## src/rtl/rand_sched.sv

```systemverilog
// Round-robin scheduler sharing one LFSR among NREQ requesters; each grant steps the LFSR.
// Optional RAND_SCHED_NOREPEAT_EN re-draws (up to 3 times) a value equal to the requester's last.
module rand_sched #(
  parameter int unsigned NREQ        = 3,
  parameter int unsigned WIDTH       = 5,
  parameter int unsigned STEP_CYCLES = 5
) (
  input  logic             clk,
  input  logic             rst,
  input  logic [NREQ-1:0]  req,
  output logic [NREQ-1:0]  ack,
  output logic [WIDTH-1:0] rand_out,
  output logic             busy,
  output logic             lfsr_en,
  input  logic [WIDTH-1:0] lfsr_data
);

  localparam int unsigned   PW      = $clog2(NREQ);
  localparam logic [3:0]    CntLoad = 4'(STEP_CYCLES - 1);
  localparam logic [PW-1:0] LastIdx = PW'(NREQ - 1);

  typedef enum logic [1:0] {StIdle, StStep, StGrant} state_e;

  state_e           state_q;
  logic [PW-1:0]    ptr_q, win_q, win_d;
  logic [3:0]       cnt_q;
  logic [NREQ-1:0]  ack_q;
  logic [WIDTH-1:0] rand_q;
  logic             busy_q, en_q;
  logic             any_req, redraw;
  int unsigned      idx;

  // First set request at or above ptr_q, wrapping past NREQ-1.
  always_comb begin
    win_d   = ptr_q;
    any_req = 1'b0;
    idx     = 0;
    for (int unsigned i = 0; i < NREQ; i++) begin
      idx = (32'(ptr_q) + i) % NREQ;
      if (!any_req && req[idx]) begin
        any_req = 1'b1;
        win_d   = PW'(idx);
      end
    end
  end

`ifdef RAND_SCHED_NOREPEAT_EN
  logic [WIDTH-1:0] hist_q [NREQ];
  logic [1:0]       redraw_q;

  assign redraw = (lfsr_data == hist_q[win_q]) && (redraw_q != 2'd3);

  always_ff @(posedge clk or posedge rst) begin
    if (rst) begin
      redraw_q <= '0;
      for (int i = 0; i < int'(NREQ); i++) hist_q[i] <= '0;
    end else if (state_q == StGrant) begin
      if (redraw) begin
        redraw_q <= redraw_q + 2'd1;
      end else begin
        redraw_q <= '0;
        if (req[win_q]) hist_q[win_q] <= lfsr_data;
      end
    end
  end
`else
  assign redraw = 1'b0;
`endif

  always_ff @(posedge clk or posedge rst) begin
    if (rst) begin
      state_q <= StIdle;
      ptr_q   <= '0;
      win_q   <= '0;
      cnt_q   <= '0;
      ack_q   <= '0;
      rand_q  <= '0;
      busy_q  <= 1'b0;
      en_q    <= 1'b0;
    end else begin
      ack_q <= '0;
      unique case (state_q)
        StIdle: begin
          if (any_req) begin
            win_q   <= win_d;
            cnt_q   <= CntLoad;
            en_q    <= 1'b1;
            busy_q  <= 1'b1;
            state_q <= StStep;
          end
        end
        StStep: begin
          cnt_q <= cnt_q - 4'd1;
          if (cnt_q == 4'd0) begin
            en_q    <= 1'b0;
            state_q <= StGrant;
          end
        end
        StGrant: begin
          if (redraw) begin
            cnt_q   <= CntLoad;
            en_q    <= 1'b1;
            state_q <= StStep;
          end else begin
            // A dropped request still consumes the draw and advances the pointer.
            rand_q  <= lfsr_data;
            ack_q   <= req[win_q] ? (NREQ'(1) << win_q) : '0;
            ptr_q   <= (win_q == LastIdx) ? '0 : win_q + 1'b1;
            busy_q  <= 1'b0;
            state_q <= StIdle;
          end
        end
        default: state_q <= StIdle;
      endcase
    end
  end

  assign ack      = ack_q;
  assign rand_out = rand_q;
  assign busy     = busy_q;
  assign lfsr_en  = en_q;

endmodule

```

## config.mk

```make
export PLATFORM = sky130hd
export DESIGN_NAME = rand_sched
export DESIGN_NICKNAME = d
export VERILOG_FILES = /design/src/rtl/rand_sched.sv
export SDC_FILE = /design/constraint.sdc
export NUM_CORES = 1
export LEC_CHECK = 0
export BUFFER_PORTS_ARGS = -buffer_cell sky130_fd_sc_hd__buf_4
export CAP_MARGIN = 20
export CORE_MARGIN = 4
export CORE_UTILIZATION = 40
export CTS_CLUSTER_SIZE = 28
export DETAILED_ROUTE_END_ITERATION = 12
export GPL_TIMING_DRIVEN = 0
export PLACE_DENSITY = 0.67
export SLEW_MARGIN = 40
export SYNTH_ARGS = -nofsm -noshare
export SYNTH_HDL_FRONTEND = slang
export SYNTH_SLANG_ARGS = --single-unit
```

## constraint.sdc

```tcl
create_clock -name clk -period 1.7 [get_ports clk]
set_input_delay 0.085 -clock clk [delete_from_list [all_inputs] [get_ports clk]]
set_output_delay 0.085 -clock clk [all_outputs]
set_load 0.02 [all_outputs]
```

# Word-level counts from Yosys, hierarchy flattened
# Index checks and enable logic that the tools add are counted.
# word_totals
register_bits	20
wordCells	64
inputBits	10
# op_classes
magnitude_cmp	4
add_sub_neg	4
muxes	26
shift	1
n_eq_ne	5
div	3
n_reduce_logical	13
# op_table
op	count
$lt 32x3->1 const B	3
$mod 32x2->32 const B	2
$mod 2x2->32 const B	1
$mux 2	6
$mux 1	9
$bmux 1 s2	4
$pmux 4 s2	1
$reduce_and 2->1	4
$mux 3	2
$eq 2x2->1 const B	2
$logic_not 4->1	1
$mux 4	1
$ne 2x2->1 const B	2
$pmux 1 s2	2
$pmux 2 s2	1
$reduce_bool 2->1	2
$sub 4x1->4 const B	1
$add 2x1->3 const B	1
$add 2x2->3 const B	1
$lt 2x3->1 const B	1
$reduce_and 3->1	1
$shl 1x2->3 const A	1
$add 2x1->2 const B	1
$eq 2x1->1 const B	1
other kinds (3)	5

# Longest topological paths before layout
# depth
ltp_word	12
depth_mapped	8
mapped_depth_nobuf	7

# Worst setup path before layout
# OpenSTA, ideal clock, no wires.
# synth_path
path_kind	register -> register
startpoint	reg ptr_q[0]
endpoint	reg win_q[1]
n_path_buf	1
required_time_ps	1578
arrival_time_ps	1661
stages_incl_launch_ff	8
setup_slack_ps	-83
setup_time_ps	122
path_cell_list	dfrtp_1 > inv_1 > ha_1 > buf_4 > and2_4 > o32ai_2 > o21ai_4 > a32o_1
# synth_between
elab_chain_len	11
# synth_lines
item	line	text
from (decl)	25	logic [PW-1:0] ptr_q, win_q, win_d;
from (signal assigned)	108	ptr_q <= (win_q == LastIdx) ? '0 : win_q + 1'b1;
parallel branches: the longest is 11 deep, another holds $mod 32x2->32	--	
to (signal assigned)	85	win_q <= win_d;
to (decl)	25	
# Parallel ways; which one is timed is not known. The select of a mux whose other input is x is not followed.
# A chain may end at the register's enable or synchronous reset.

# Worst setup path after layout
# layout_path
startpoint	reg ptr_q[0]
endpoint	reg cnt_q[2]
# layout_between
elab_chain_len	12
# layout_lines
item	line	text
parallel branches: the longest is 9 deep, another holds $mod 32x2->32	--	
$mux 1 (*)	40	if (!any_req && req[idx]) begin
$ne 2x2->1 (no line) (*)	--	
$reduce_and 2->1 (no line) (*)	--	
to (signal assigned)	86	cnt_q <= CntLoad;
to (signal assigned)	93	cnt_q <= cnt_q - 4'd1;
to (signal assigned)	101	cnt_q <= CntLoad;
to (decl)	26	logic [3:0] cnt_q;
# Mark *: on every way between the ends. The select of a mux whose other input is x is not followed.

==> results.sh <==
export IMPL_cts_tree="built"
export IMPL_drt_pre_antenna_iters=5
export IMPL_setup_viol=5
export IMPL_ys_seq_area_share_pct=48.8
export IMPL_area_growth_pct=41.3
export IMPL_port_buffers=19
export IMPL_stdcell_area_um2=1450
export IMPL_globalRouteTotalUtil_pct=15.3
export IMPL_avgSynthCellArea_um2=10.6
export IMPL_postPlaceCellArea_um2=1250
export IMPL_period_share_pct=105
export IMPL_grt_overflow=0
export IMPL_netlist_top_cells_count="20 x dfrtp_1, 9 x inv_1, 8 x nand2_1"
export IMPL_ant_nets=0
export IMPL_place_gp_congestion=0.752
export IMPL_maxCapViolCount=0
export IMPL_slowest_stage="dfrtp_2"
export IMPL_clk_pin_slew_ps=110
export IMPL_hold_viol_final=0
export IMPL_grt_pass1_vias=875
export IMPL_regToRegSetupSlack_ps=-80
export IMPL_die_h_um=58.6
export IMPL_power_density_nw_per_um2=1930
export IMPL_ys_warnings_count=0
export IMPL_critPathTopFamily="compound AO/OA/AOI/OAI gates"
export IMPL_slew_violations=0
export IMPL_synth_most_common_cell="dfrtp_1"
export IMPL_clk_latency_ps=310
export IMPL_cts_root_buf="clkbuf_4"
export IMPL_clock_sinks=20
export IMPL_irDropWorstVdd_v=0.00101
export IMPL_clk_path_buf_depth=2
export IMPL_grt_max_degree=21
export IMPL_diodes=0
export IMPL_avgRoutedWirePerCell_um=14.6
export IMPL_postSynthCellCount=97
export IMPL_core_um2=2450
export IMPL_fin_nets=145
export IMPL_drcViolationCount=0
export IMPL_routed_wl_um=2340
export IMPL_crit_chain="buf_6 > ha_2 > nand3b_1 > o221ai_4 > o21ai_4 > a21oi_2 > o22a_1"
export IMPL_clock_tree_htree_level_count=1
export IMPL_start_util_pct=41.8
export IMPL_cts_buffers=3
export IMPL_cp_arrival_ps=1990
export IMPL_async_flop_share_pct=100
export IMPL_crit_type="reg2reg"
export IMPL_synthTopCellsByArea="dfrtp_1 49%, mux2_2 5.5%, ha_1 4.9%, mux2i_1 3.9%, o21ai_0 3.4%"
export IMPL_start_kind="flip-flop"
export IMPL_status="complete, but fails checks"
export IMPL_synth_ff_type="dfrtp_1"
export IMPL_fin_skew_ps=3.25
export IMPL_leakage_nw=0.632
export IMPL_fin_crit_ps=1780
export IMPL_dieArea_um2=3440
export IMPL_slew_limit_headroom_pct=51.6
export IMPL_ios=20
export IMPL_via_per_inst=5.31
export IMPL_grt_pass1_wl_um=4000
export IMPL_fin_ws_ps=-80.3
export IMPL_syn_cell_area_um2=1030
export IMPL_final_setup_tns_ps=-158
export IMPL_cpPeakStageDelay_ps=450
export IMPL_dieWidth_um=58.6
export IMPL_critPathMaxFanout=5
export IMPL_drt_initial_drc_count=45
export IMPL_synth_edf_count=0
export IMPL_via_count=849
export IMPL_ys_types=33
export IMPL_yosysTopAreaCell="dfrtp_1"
export IMPL_drive_gt1_share_pct=40.0
export IMPL_place_hpwl_um=1620
export IMPL_row_count=18
export IMPL_fmax_mhz=562
export IMPL_worst_slew_pin_slew_ps=725
export IMPL_timing_critical_path_buf_inv=1
export IMPL_antenna_found_initial=0
export IMPL_ys_ff_latch=20
export IMPL_required_ps=1910
export IMPL_synth_nets=111
export IMPL_end_kind="flip-flop"
export IMPL_hold_class="in2reg"
export IMPL_synth_top_area_share_pct=48.8
export IMPL_rsz0062_at_grt="true"
export IMPL_violations="setup timing"
power by group:
part | leakage (nW) | switching [mW] | total (mW) | internal (mW)
sequential | 0.240 | 0.149 | 0.813 | 0.664
combinational | 0.364 | 0.825 | 1.60 | 0.770
clock | 0.0279 | 0.149 | 0.388 | 0.239
total | 0.632 | 1.12 | 2.80 | 1.67
sequential cells by signal, summed over array words and instances (netlist names):
signal	flops
state_q	2
lfsr_en	1
rand_out	5
win_q	2
ack	3
cnt_q	4
ptr_q	2
busy	1
through the flow:
stage	hold WS [ps]	utilization, %	instances	worst slack, ps	total power, mW
3_3_place_gp	247	50.8	146	-178	2.10
2_1_floorplan	48.8	-	97	-19.3	1.82
5_1_grt	36.5	59.1	160	-158	3.00
4_1_cts	0.203	57.4	157	-102	2.76
6_report	33.0	59.1	160	-80.3	2.80
3_5_place_dp	260	50.8	146	-226	2.17
cell usage in the layout (no fill, tap or decap), drive strengths merged, types with 2 or more instances in the layout:
master       count
a21oi            2
buf             24
clkbuf           4
dfrtp           20
dlygate4sd3      6
ha               4
inv              9
mux2             5
mux2i            4
nand2            8
nand2b           3
nand3            2
nand3b           2
nor2             7
nor3             4
o21ai           11
o221ai           2
area by class of cell:
cell class,count,area (µm²)
Multi-Input combinational cell,66,577
Clock buffer,3,22.5
Clock inverter,1,30.0
Tap cell,30,37.5
Timing Repair Buffer,29,236
Sequential cell,20,502
Buffer,2,11.3
Fill cell,208,1000
Inverter,9,33.8
tightest hold or removal path, cell delays in order:
cell and delay [ps]:
buf_4 130, nand2_1 60, nor3_1 40
kinds of logic (layout without fill, tap and decap cells):
| group | count (synthesis) | after routing | synth area share [%] |
|---|---|---|---|
| flip-flops | 20 | 20 | 48.8 |
| AO/OA/AOI/OAI | 22 | 23 | 16.8 |
| buffers and inverters | 12 | 44 | 5.12 |
| AND/OR/NAND/NOR | 30 | 30 | 15.0 |
| adder cells (fa/ha/maj) | 4 | 4 | 4.88 |
| multiplexers | 9 | 9 | 9.39 |
layer usage:
metal	share of wire (%)	track usage (%)
met5	0	0
met4	3.2	9.06
met3	2.6	1.97
met2	55	27.3
met1	39	17.3
path summary, 6_finish.rpt:
check / start / endpoint / depth (start not counted)
min: req[1] / ack[1] / 3
max: ptr_q[0] / cnt_q[2] / 7
min reg2reg: cnt_q[0] / cnt_q[0] / 1
max in group asynchronous: rst / ptr_q[0] / 3
min in group asynchronous: rst / rand_out[4] / 3
max reg2reg: ptr_q[0] / cnt_q[2] / 7
what timing repair did:
item / in CTS / in global routing
setup endpoints to repair: 9 / 9
hold buffers: 5 / 1
endpoints found under the hold margin: 24 / 1
pin swaps: 10 / 7
buffers inserted: 2 / 2
resized for setup: 11 / 4
cloned: 1 / 0
Power figures use the tool's default switching activity.
